<file path="src/rtl/bit_source.sv">
// Stimulus source for sequence_detector: debounced manual single-bit entry,
// or timed serial replay of a loaded pattern, each bit marked by a one-cycle ena_out strobe.
module bit_source #(
   parameter int unsigned DEBOUNCE_CYCLES = 16,
   parameter int unsigned PAT_WIDTH       = 24,
   parameter int unsigned STEP_DIV        = 10,
   parameter int unsigned IDX_W           = 5
) (
   input  logic                 clk,
   input  logic                 rst,
   input  logic                 sw_bit,
   input  logic                 btn_step,
   input  logic                 mode,
   input  logic                 pat_load,
   input  logic [PAT_WIDTH-1:0] pat_data,
   output logic                 sig_out,
   output logic                 ena_out,
   output logic                 busy,
   output logic [IDX_W-1:0]     bit_index
);

   localparam int unsigned DB_W  = (DEBOUNCE_CYCLES > 1) ? $clog2(DEBOUNCE_CYCLES) : 1;
   localparam int unsigned DIV_W = (STEP_DIV > 1) ? $clog2(STEP_DIV) : 1;

   localparam logic [DB_W-1:0]  DB_LAST  = DB_W'(DEBOUNCE_CYCLES - 1);
   localparam logic [DIV_W-1:0] DIV_LAST = DIV_W'(STEP_DIV - 1);
   localparam logic [IDX_W-1:0] IDX_LAST = IDX_W'(PAT_WIDTH - 1);

   typedef enum logic [1:0] {
      IDLE,
      RUN,
      DONE
   } state_t;

   logic sw_meta, sw_sync;
   logic btn_meta, btn_sync;
   logic mode_meta, mode_sync;
   logic mode_q;
   logic mode_chg;

   logic [DB_W-1:0] db_cnt;
   logic            btn_db;
   logic            btn_db_q;
   logic            press;

   logic [PAT_WIDTH-1:0] pat_q;

   state_t           state_q, state_n;
   logic [DIV_W-1:0] div_q, div_n;
   logic [IDX_W-1:0] idx_n;
   logic             ena_n;
   logic             sig_n;

   always_ff @(posedge clk or negedge rst) begin
      if (!rst) begin
         sw_meta   <= 1'b0;
         sw_sync   <= 1'b0;
         btn_meta  <= 1'b0;
         btn_sync  <= 1'b0;
         mode_meta <= 1'b0;
         mode_sync <= 1'b0;
         mode_q    <= 1'b0;
      end else begin
         sw_meta   <= sw_bit;
         sw_sync   <= sw_meta;
         btn_meta  <= btn_step;
         btn_sync  <= btn_meta;
         mode_meta <= mode;
         mode_sync <= mode_meta;
         mode_q    <= mode_sync;
      end
   end

   assign mode_chg = mode_sync ^ mode_q;

   // btn_db follows btn_sync only after DEBOUNCE_CYCLES consecutive disagreeing cycles
   always_ff @(posedge clk or negedge rst) begin
      if (!rst) begin
         db_cnt   <= '0;
         btn_db   <= 1'b0;
         btn_db_q <= 1'b0;
      end else begin
         btn_db_q <= btn_db;
         if (btn_sync != btn_db) begin
            if (db_cnt == DB_LAST) begin
               btn_db <= btn_sync;
               db_cnt <= '0;
            end else begin
               db_cnt <= db_cnt + DB_W'(1);
            end
         end else begin
            db_cnt <= '0;
         end
      end
   end

   assign press = btn_db & ~btn_db_q;

   always_ff @(posedge clk or negedge rst) begin
      if (!rst) begin
         pat_q <= '0;
      end else if (pat_load) begin
         pat_q <= pat_data;
      end
   end

   always_ff @(posedge clk or negedge rst) begin
      if (!rst) begin
         state_q   <= IDLE;
         div_q     <= '0;
         bit_index <= '0;
         ena_out   <= 1'b0;
         sig_out   <= 1'b0;
      end else begin
         state_q   <= state_n;
         div_q     <= div_n;
         bit_index <= idx_n;
         ena_out   <= ena_n;
         sig_out   <= sig_n;
      end
   end

   // Priority: mode change, then manual handling, then load abort, then replay FSM
   always_comb begin
      state_n = state_q;
      div_n   = div_q;
      idx_n   = bit_index;
      ena_n   = 1'b0;
      sig_n   = sig_out;
      if (mode_chg) begin
         state_n = IDLE;
         div_n   = '0;
         idx_n   = '0;
      end else if (!mode_sync) begin
         state_n = IDLE;
         if (press) begin
            ena_n = 1'b1;
            sig_n = sw_sync;
         end
      end else if (pat_load) begin
         state_n = IDLE;
         div_n   = '0;
         idx_n   = '0;
      end else begin
         case (state_q)
            IDLE, DONE: begin
               if (press) begin
                  state_n = RUN;
                  div_n   = '0;
                  idx_n   = '0;
               end
            end
            RUN: begin
               if (div_q == DIV_LAST) begin
                  div_n = '0;
                  ena_n = 1'b1;
                  sig_n = pat_q[bit_index];
                  idx_n = bit_index + IDX_W'(1);
                  if (bit_index == IDX_LAST) begin
                     state_n = DONE;
                  end
               end else begin
                  div_n = div_q + DIV_W'(1);
               end
            end
            default: begin
               state_n = IDLE;
               div_n   = '0;
               idx_n   = '0;
            end
         endcase
      end
   end

   assign busy = (state_q == RUN);

endmodule

</file>
<file path="config.mk">
export PLATFORM = sky130hd
export DESIGN_NAME = bit_source
export DESIGN_NICKNAME = d
export VERILOG_FILES = /design/src/rtl/bit_source.sv
export SDC_FILE = /design/constraint.sdc
export NUM_CORES = 1
export LEC_CHECK = 0
export BUFFER_PORTS_ARGS = -buffer_cell sky130_fd_sc_hd__buf_2
export CORE_AREA = 2 2 68 70
export DETAILED_ROUTE_END_ITERATION = 10
export DIE_AREA = 0 0 70 72
export PLACE_DENSITY = 0.78
export SYNTH_ARGS = -nofsm -noshare
export SYNTH_HDL_FRONTEND = slang
export SYNTH_SLANG_ARGS = --single-unit
</file>
<file path="constraint.sdc">
create_clock -name clk -period 2.4 [get_ports clk]
set_input_delay 0.12 -clock clk [delete_from_list [all_inputs] [get_ports clk]]
set_output_delay 0.12 -clock clk [all_outputs]
set_load 0.005 [all_outputs]
</file>
==> metrics.txt, run 1 <==
status completed; Synth area leader dfrtp_1; met1 GRT Util 22.4%; cell-internal power 1.30 mW; hold crit path type primary input to register; row count 24; DIE AREA 5040 sq um; Peak VDD IR 0.442 mV; initial core utilization 54.3%; Clock Path Buffers 2; most common cell in the netlist dfrtp_1; initial antenna violation count 0; CTS Buf Count 5; residual DRC count 0; post-synthesis sequential area ratio 54.0%; Vert. Die Dim 72 um; critical path peak fanout 7; Fin. Hold Viols 0; flops & latches, synth 50; actual slew at the worst max-slew pin 0.634 ns; Arrival @ worst endpoint 2.34 ns; slowest CP cell dfrtp_1; Skew-Pair Late Insertion Delay 0.29 ns; GRT met3 Usage 5.56%; critical path endpoint category register; Crit path buffers/inverters 1; Final Net Count 267; delay-heaviest family, CP simple AND/OR/NAND/NOR gates; Final period util 88.8%; CTS tree done; DR vias 1564; critical path class register to register; mean post-synth cell area 12.5 sq um; post-layout minimum cycle time 2.13 ns; Net Sw Frac 22.1%; largest net degree at the start of global routing 30; RePlAce Congestion 0.846; vias in the first global route 1580; Setup-failing EPs final 0; CP Cell Sequence inv_1 -> ha_1 -> nor4b_4 -> nand2_1 -> or2_2 -> o31ai_1; Flop pwr share 55.5%; Syn Std Cell Area 2320 sq um; clk_skew 0.00665 ns; FFs w/ async S/R, synth 100%; MaxCap Viol Count 0; critical path startpoint category register; Final ANT Viol Nets 0; Leak 1.24 nW; final-layout fill cell count 338; net switching power 0.369 mW; ANT cells 0; Post-Layout Cell Count 284; routed wire length 4.02 mm; total negative slack 0 ns; wire per inst 14.2 um; RSZ-0062 raised after global routing false; GRT Util Overall 17.7%; synth cell count leaders dfrtp_1, mux2_2, nand2_1; synth warn 0; die width 70 um; ranking of synthesized cells by area dfrtp_1, mux2_2, mux4_1, ha_1, o21ai_0; Top Usage Layer GRT met2; required time of the critical path 2.61 ns; Synth top area share 54.0%; Clk pin slew, worst setup/hold paths 0.09 ns; Port Buffers 37; pwr dens 615 nW/um^2; Initial DRT Pass Iterations 4; syn nets 222; CORE AREA 4260 sq um; Combinational Power Share 10.5%; H-Tree Depth 2; 1st-iter DRT viols 72; grt met2 use 29.7%; Clock Sinks 50; drt via density 5.51; Detail Placement HPWL 2.93 mm; area grow syn2layout 17.3%; Root Buffer clkbuf_8; FMAX 0.469 GHz; dpl cells 272; grt ovf 0; Post-synth EDFFs 0; fraction of layout cells with a size suffix above 1 34.9%; count of final max-slew check failures 0; Crit path largest cell delay 0.42 ns; I/O pin count 38; top_reg_cell synth dfrtp_1; clock share of power 34.0%; # Post-CTS Setup Buffers 0; first-pass GRT wire length 7.04 mm; Syn Inst Count 186; Synth cell types 42; Max-slew headroom 57.8%
## kinds of logic (layout without fill, tap and decap cells)
| group | Yosys count | in the layout | share of synthesized area, % |
|---|---|---|---|
| buffers and inverters | 15 | 61 | 2.92 |
| AO/OA/AOI/OAI | 27 | 27 | 7.18 |
| XOR/XNOR | 2 | 2 | 0.756 |
| flip-flops | 50 | 50 | 54.0 |
| multiplexers | 36 | 36 | 19.9 |
| adder cells (fa/ha/maj) | 6 | 6 | 3.24 |
| AND/OR/NAND/NOR | 50 | 50 | 12.0 |
## placed cells by master, fill, tap and decap left out, types with 2 or more instances in the layout
cell,count
o31ai_1,2
dlygate4sd3_1,4
nand3b_1,4
and3_1,3
ha_1,6
mux4_1,3
buf_2,37
xnor2_1,2
nand3_1,6
clkbuf_8,5
o21ai_0,11
dfrtp_1,50
nand2b_1,4
buf_4,4
inv_1,8
clkinv_2,2
nor3_1,2
mux2i_1,4
a21oi_1,6
nor2_1,8
nand2_1,12
mux2_2,27
## cell type report
type / count / area (sq um) / area share (%)
Sequential cell: 50 / 1250 / 46.0
Multi-Input combinational cell: 121 / 1010 / 37.1
Timing Repair Buffer: 45 / 255 / 9.39
Clock buffer: 5 / 68.8 / 2.53
Tap cell: 52 / 65.1 / 2.39
Clock inverter: 3 / 40.0 / 1.47
Inverter: 8 / 30.0 / 1.10
## routing by layer
metal	vias to the layer above	part of all wire, %
li1	761	-
met5	-	0
met2	36	49
met1	765	45
met3	2	5.4
met4	0	0.52
## sequential cells by signal, summed over array words and instances (netlist names), 2 cells and up
register,count
div_q,4
state_q,2
bit_index,5
pat_q,24
db_cnt,4
## path summary, 6_finish.rpt
check	end	slack [ns]	depth (start not counted)	startpoint
max in group asynchronous	db_cnt[2]	1.80	3	rst
min reg2reg	mode_sync	0.35	0	mode_meta
max reg2reg	div_q[3]	0.27	6	mode_sync
min in group asynchronous	div_q[1]	0.34	3	rst
max	div_q[3]	0.27	6	mode_sync
min	pat_q[8]	0.05	2	pat_data[8]
## what timing repair did
item,CTS,global route
hold buffers,4,0
resized for setup,0,1
endpoints found under the setup margin,0,1
endpoints found under the hold margin,53,0
## power groups by stage
stage	combinational (mW)	clock, mW	sequential, mW
global route	0.195	0.619	0.936
finish	0.175	0.568	0.928
global placement	0.166	0	0.942
CTS	0.177	0.586	0.928
floorplan	0.109	0	0.935
detailed placement	0.170	0	0.944
## metrics by stage
| step | area (sq um) | hold WS [ns] | utilization [%] | power [mW] | setup slack [ns] |
|---|---|---|---|---|---|
| final | 2720 | 0.0522 | 63.7 | 1.67 | 0.269 |
| after global routing | 2720 | 0.0390 | 63.7 | 1.75 | 0.0925 |
| after CTS | 2710 | 0.0417 | 63.5 | 1.69 | 0.222 |
| after detailed placement | 2560 | 0.135 | 60.0 | 1.11 | 0.252 |
| after global placement | 2560 | 0.132 | 60.0 | 1.11 | 0.345 |
| after floorplan | 2320 | -0.176 | - | 1.04 | 0.475 |
Power figures use the tool's default switching activity.
==> run 2: changes to the inputs <==
==> config.mk (replaced) <==
export PLATFORM = sky130hd
export DESIGN_NAME = bit_source
export DESIGN_NICKNAME = d
export VERILOG_FILES = /design/src/rtl/bit_source.sv
export SDC_FILE = /design/constraint.sdc
export NUM_CORES = 1
export LEC_CHECK = 0
export ABC_AREA = 1
export BUFFER_PORTS_ARGS = -buffer_cell sky130_fd_sc_hd__buf_2
export CORE_AREA = 2 2 69 71
export DETAILED_ROUTE_END_ITERATION = 10
export DIE_AREA = 0 0 71 73
export PLACE_DENSITY = 0.77
export SYNTH_ARGS = -nofsm -noshare
export SYNTH_HDL_FRONTEND = slang
export SYNTH_SLANG_ARGS = --single-unit
==> run 2 against run 1 <==
Compared with the run above: synthesized cell count up 47%; via count grew 17%; core utilization is 3.9 points lower; clock-buffer cell count grew 1; global-route usage rose by 2.1 points; setup slack better by 0.32 ns; first-iteration DRC count is 50% higher; sequential power up 0.5%; synthesized area is 1.6% higher; hold slack got worse by 0.042 ns; total power is 3.7% higher; critical path type unchanged; largest cell class unchanged.
==> metrics.txt, run 2 <==
area grow syn2layout 15.3%; CORE AREA 4540 sq um (+6.4%); Clock Path Buffers 2 (unchanged); fraction of layout cells with a size suffix above 1 18.9% (-16 points); MaxCap Viol Count 0 (unchanged); critical path startpoint category register; residual DRC count 0 (unchanged); # Post-CTS Setup Buffers 0 (unchanged); Arrival @ worst endpoint 2.01 ns (-0.33 ns); Synth cell types 28 (-33%); crit path from mode_sync; actual slew at the worst max-slew pin 0.577 ns (-0.0567 ns); pwr dens 638 nW/um^2 (+3.8%); FFs w/ async S/R, synth 100% (unchanged); CP Cell Sequence inv_1 -> ha_1 -> inv_1 -> nand2_1 -> nor2_4 -> nor2_4 -> inv_2 -> o21ai_1 -> nor3b_2; Synth area leader dfrtp_1; WP depth 9 (+3); flops & latches, synth 50 (unchanged); CP endpoint bit_index[4]; most frequent cells in the layout nand2_1, dfrtp_1, inv_1, buf_2, nand3_1; Detail Placement HPWL 3.28 mm (+12%); R2R cell count 9 (+3); DIE AREA 5180 sq um (+2.8%); initial core utilization 51.9% (-2.4 points); Vert. Die Dim 73 um (+1.4%); GRT Util Overall 19.8% (+2.1 points); status completed; Synth top area share 53.1% (-0.86 points); CTS tree done; Reg-to-Reg End bit_index[4]; Root Buffer clkbuf_8; Syn Std Cell Area 2350 sq um (+1.6%); most common cell in the netlist nand2_1; first-pass GRT wire length 8.16 mm (+16%); H-Tree Depth 2 (unchanged); Crit path largest cell delay 0.48 ns (+0.06 ns); delay-heaviest family, CP flip-flops; clk_skew 0.00951 ns (+0.00286 ns); critical path peak fanout 8 (+1); mean post-synth cell area 8.59 sq um (-31%); Post-Layout Cell Count 371 (+31%); synth warn 0 (unchanged); max FFs per register 24 (unchanged); Setup-failing EPs final 0 (unchanged); largest net degree at the start of global routing 42 (+40%); synth cell count leaders nand2_1, dfrtp_1, inv_1; Max-slew headroom 61.5% (+3.8 points); RSZ-0062 raised after global routing false; initial antenna violation count 0 (unchanged); Clk pin slew, worst setup/hold paths 0.09 ns (about the same); Peak VDD IR 0.432 mV (-2.3%); required time of the critical path 2.60 ns (about the same); Final Net Count 352 (+32%); Final ANT Viol Nets 0 (unchanged); largest registers pat_q x24, bit_index x5; top_reg_cell synth dfrtp_1; dpl cells 359 (+32%); vias in the first global route 1947 (+23%); die width 71 um (+1.4%); CTS Buf Count 5 (unchanged); total negative slack 0 ns (unchanged); Crit path buffers/inverters 3 (+2); 1st-iter DRT viols 108 (+50%); Fin. Hold Viols 0 (unchanged); most common cell after layout, fill and taps aside nand2_1; register-to-register setup slack 0.59 ns (+0.32 ns); Final period util 75.5% (-13 points); post-synthesis sequential area ratio 53.1% (-0.86 points); ranking of synthesized cells by area dfrtp_1, nand2_1, inv_1, nand3_1, o21ai_0; row count 25 (+4.2%); post-layout minimum cycle time 1.81 ns (-0.320 ns); Port Buffers 37 (unchanged); Leak 1.41 nW (+14%); Skew-Pair Late Insertion Delay 0.31 ns (+0.02 ns); critical path class register to register; wire per inst 12.0 um (-16%); FMAX 0.552 GHz (+18%); grt ovf 0 (unchanged); Most flops, register pat_q; Syn Inst Count 274 (+47%); Clock Sinks 50 (unchanged); Initial DRT Pass Iterations 4 (unchanged); final-layout fill cell count 438 (+30%); post-CTS resize count 0 (unchanged); count of final max-slew check failures 0 (unchanged); routed wire length 4.44 mm (+10%); hold crit path type primary input to register; RePlAce Congestion 0.819 (-3.2%); syn nets 310 (+40%); I/O pin count 38 (unchanged); reg2reg start mode_sync; drt via density 4.94 (-10%); slowest CP cell dfrtp_1; critical path endpoint category register; Post-synth EDFFs 0 (unchanged); DR vias 1831 (+17%); ANT cells 0 (unchanged)
## run 2: area by class of cell
cell class | instances | area, sq um | area share, %
sequential | 50 | 1250 | 46.1
clock inverter | 2 | 37.5 | 1.38
inverter | 40 | 150 | 5.53
multi-input combinational | 175 | 888 | 32.7
timing repair buffer | 44 | 248 | 9.12
tap | 54 | 67.6 | 2.49
clock buffer | 6 | 72.6 | 2.67
## run 2: routing by layer
| metal | track usage (%) | vias up | share of wire, % | wire length (um) |
|---|---|---|---|---|
| met3 | 4.70 | 6 | 4.4 | 195 |
| li1 | - | 949 | - | - |
| met5 | 0 | - | 0 | 0 |
| met4 | 7.55 | 0 | 1.6 | 73 |
| met1 | 23.2 | 841 | 45 | 1980 |
| met2 | 35.5 | 35 | 49 | 2180 |
## run 2: worst min-delay path, stage by stage
cell and delay [ns]:
buf_2 0.07, nand2_1 0.04, nand2_1 0.05
## run 2: how the worst min path moves through the flow
stage                       from            to  slack (ns)  cells after the start
finish              pat_data[21]     pat_q[21]        0.01                      3
global route        pat_data[21]     pat_q[21]       0.007                      3
CTS                 pat_data[21]     pat_q[21]      0.0005                      3
detailed placement           rst     pat_q[13]        0.15                      1
global placement             rst     pat_q[11]        0.15                      1
floorplan                    rst  bit_index[0]       -0.18                      0
## run 2: report_power, final
part | internal, mW | switching (mW) | total, mW
combinational | 0.0851 | 0.131 | 0.216
sequential | 0.903 | 0.0300 | 0.933
clock | 0.311 | 0.273 | 0.584
total | 1.30 | 0.434 | 1.73
## run 2: what timing repair did
| item | in CTS | in global routing |
|---|---|---|
| endpoints found under the hold margin | 28 | 0 |
| hold buffers | 4 | 0 |
| endpoints found under the setup margin | 0 | 0 |
## run 2: cells by family (layout without fill, tap and decap cells)
group	after synthesis	after routing	share of synthesized area, %
and+or+nand+nor	127	127	24.5
DFF	50	50	53.1
buffers and inverters	49	92	9.14
AOI/OAI and AO/OA	38	38	8.45
adders and majority gates	6	6	3.19
xor gates and xnor gates	3	3	1.12
muxes	1	1	0.478
## run 2: through the flow
| step | cell area [sq um] | hold slack (ns) | utilization (%) | power [mW] | setup slack, ns |
|---|---|---|---|---|---|
| floorplan | 2350 | -0.176 | - | 1.09 | 0.798 |
| global placement | 2560 | 0.146 | 56.6 | 1.16 | 0.711 |
| detailed placement | 2560 | 0.153 | 56.6 | 1.16 | 0.608 |
| CTS | 2720 | 0.000476 | 59.9 | 1.76 | 0.605 |
| global route | 2720 | 0.00703 | 59.9 | 1.83 | 0.443 |
| finish | 2720 | 0.0101 | 59.9 | 1.73 | 0.589 |
==> run 3: changes to the inputs <==
==> constraint.sdc (replaced) <==
create_clock -name clk -period 1.7 [get_ports clk]
set_input_delay 0.085 -clock clk [delete_from_list [all_inputs] [get_ports clk]]
set_output_delay 0.085 -clock clk [all_outputs]
set_load 0.005 [all_outputs]
==> run 3 against run 2 <==
Compared with the run above: die area stayed put; wire length grew 9.6%; critical path depth unchanged; setup slack got worse by 0.46 ns; total power up 46%; hold slack got worse by 0.0033 ns; clock-buffer cell count is the same; combinational power grew 68%; first-iteration DRC count did not move; critical path type unchanged; largest cell class unchanged.
==> metrics.txt, run 3 (synthesized netlist as in run 2, its figures left out) <==
status completed; pwr dens 847 nW/um^2 (+33%); Leak 1.53 nW (+8.2%); net switching power 0.629 mW (+45%); Final Net Count 377 (+7.1%); Port Buffers 37 (unchanged); clock share of power 33.8% (about the same); max FFs per register 24 (unchanged); residual DRC count 0 (unchanged); actual slew at the worst max-slew pin 0.377 ns (-0.200 ns); dpl cells 361 (+0.56%); initial antenna violation count 0 (unchanged); CTS Buf Count 5 (unchanged); H-Tree Depth 2 (unchanged); Net Sw Frac 24.8% (-0.27 points); drt via density 4.90 (-0.64%); Setup-failing EPs final 0 (unchanged); critical path endpoint category register; wire per inst 12.3 um (+2.9%); Crit path largest cell delay 0.38 ns (-0.10 ns); Final period util 92.5% (+17 points); post-layout minimum cycle time 1.57 ns (-0.239 ns); Skew-Pair Late Insertion Delay 0.31 ns (about the same); fraction of layout cells with a size suffix above 1 19.1% (+0.13 points); clk_skew 0.00937 ns (-0.000139 ns); cell-internal power 1.91 mW (+47%); largest registers pat_q x24, bit_index x5; first-pass GRT wire length 8.36 mm (+2.5%); Multi-input gate area 906 sq um (+2.0%); hold crit path type primary input to register; CTS tree done; most common cell after layout, fill and taps aside nand2_1; MaxCap Viol Count 0 (unchanged); Clock Path Buffers 2 (unchanged); vias in the first global route 1930 (-0.87%); Final Power 2.54 mW (+46%); 1st-iter DRT viols 108 (unchanged); Final ANT Viol Nets 0 (unchanged); Root Buffer clkbuf_8; Clk pin slew, worst setup/hold paths 0.09 ns (about the same); final-layout fill cell count 357 (-18%); DR vias 1937 (+5.8%); critical path startpoint category register; hold_ws 0.00674 ns (-0.00333 ns); Combinational Power Share 14.3% (+1.8 points); CP Cell Sequence inv_1 -> ha_4 -> inv_2 -> nand2_1 -> nor2_4 -> nor2_4 -> inv_2 -> o21ai_1 -> nor3b_2; RePlAce Congestion 0.840 (+2.5%); CORE AREA 4540 sq um (unchanged); Flop pwr share 51.9% (-1.9 points); area grow syn2layout 27.1%; required time of the critical path 1.89 ns (-0.71 ns); row count 25 (unchanged); most frequent cells in the layout nand2_1, dfrtp_1, buf_2, inv_1, dlygate4sd3_1; register area 1250 sq um (unchanged); count of final max-slew check failures 0 (unchanged); Most flops, register pat_q; DIE AREA 5180 sq um (unchanged); Max-slew headroom 74.8% (+13 points); critical path class register to register; slowest CP cell dfrtp_1; largest net degree at the start of global routing 51 (+21%); GRT Util Overall 20.6% (+0.78 points); initial core utilization 51.9% (unchanged); # Post-CTS Setup Buffers 0 (unchanged); Vert. Die Dim 73 um (unchanged); Peak VDD IR 0.656 mV (+52%); die width 71 um (unchanged); Fin. Hold Viols 0 (unchanged); Post-Layout Cell Count 395 (+6.5%); FMAX 0.636 GHz (+15%); Initial DRT Pass Iterations 4 (unchanged); Clock Sinks 50 (unchanged); Detail Placement HPWL 3.16 mm (-3.7%); I/O pin count 38 (unchanged); Arrival @ worst endpoint 1.76 ns (-0.25 ns); ANT cells 0 (unchanged); grt ovf 0 (unchanged); critical path peak fanout 7 (-1); routed wire length 4.86 mm (+9.6%)
## run 3: cell type report
cell class / instances / area share (%)
Clock inverter: 1 / 1.00
Tap cell: 54 / 2.26
Sequential cell: 50 / 41.8
Multi-Input combinational cell: 175 / 30.3
Inverter: 40 / 5.02
Clock buffer: 6 / 2.76
Timing Repair Buffer: 69 / 16.9
## run 3: through the flow
| stage | TNS, ns | instance area [sq um] | worst slack (ns) | util, % |
|---|---|---|---|---|
| 2_1_floorplan | 0 | 2350 | 0.0983 | - |
| 3_3_place_gp | 0 | 2590 | 0.152 | 57.2 |
| 3_5_place_dp | 0 | 2590 | 0.0797 | 57.2 |
| 4_1_cts | 0 | 2980 | 0.0591 | 65.6 |
| 5_1_grt | -0.000209 | 2990 | -0.000209 | 66.0 |
| 6_report | 0 | 2990 | 0.128 | 66.0 |
## run 3: metal layers
metal | track usage, % | up-vias | share of wire [%]
met5 | 0 | - | 0
met1 | 25.3 | 902 | 43
met2 | 36.2 | 34 | 51
li1 | - | 995 | -
met4 | 6.29 | 0 | 1.4
met3 | 4.97 | 6 | 4.1
## run 3: power groups by stage
stage               Clock [mW]  Sequential (mW)  Combinational [mW]
global placement             0             1.33               0.304
floorplan                    0             1.33               0.201
global route             0.918             1.32               0.418
finish                   0.857             1.32               0.363
detailed placement           0             1.34               0.312
CTS                      0.881             1.32               0.361
## run 3: critical path, delay by kind of cell (launching register included)
kind                       cells  cell delay [ns]
AOI/OAI and AO/OA              1             0.06
adders and majority gates      1             0.23
buffers and inverters          3             0.35
DFF                            1             0.38
and+or+nand+nor                4             0.43
## run 3: worst paths after layout
check | endpoint | start | slack (ns) | cells after the start
hold reg to reg | mode_sync | mode_meta | 0.35 | 0
setup reg to reg | bit_index[4] | mode_sync | 0.13 | 9
hold / removal | pat_q[18] | pat_data[18] | 0.007 | 3
setup / recovery | bit_index[4] | mode_sync | 0.13 | 9
max in group asynchronous | mode_q | rst | 1.18 | 3
min in group asynchronous | pat_q[13] | rst | 0.29 | 3
## run 3: timing repair
item,in CTS,in global routing
endpoints found under the setup margin,0,5
endpoints found under the hold margin,76,0
gates resized for setup,0,3
hold buffers,27,0
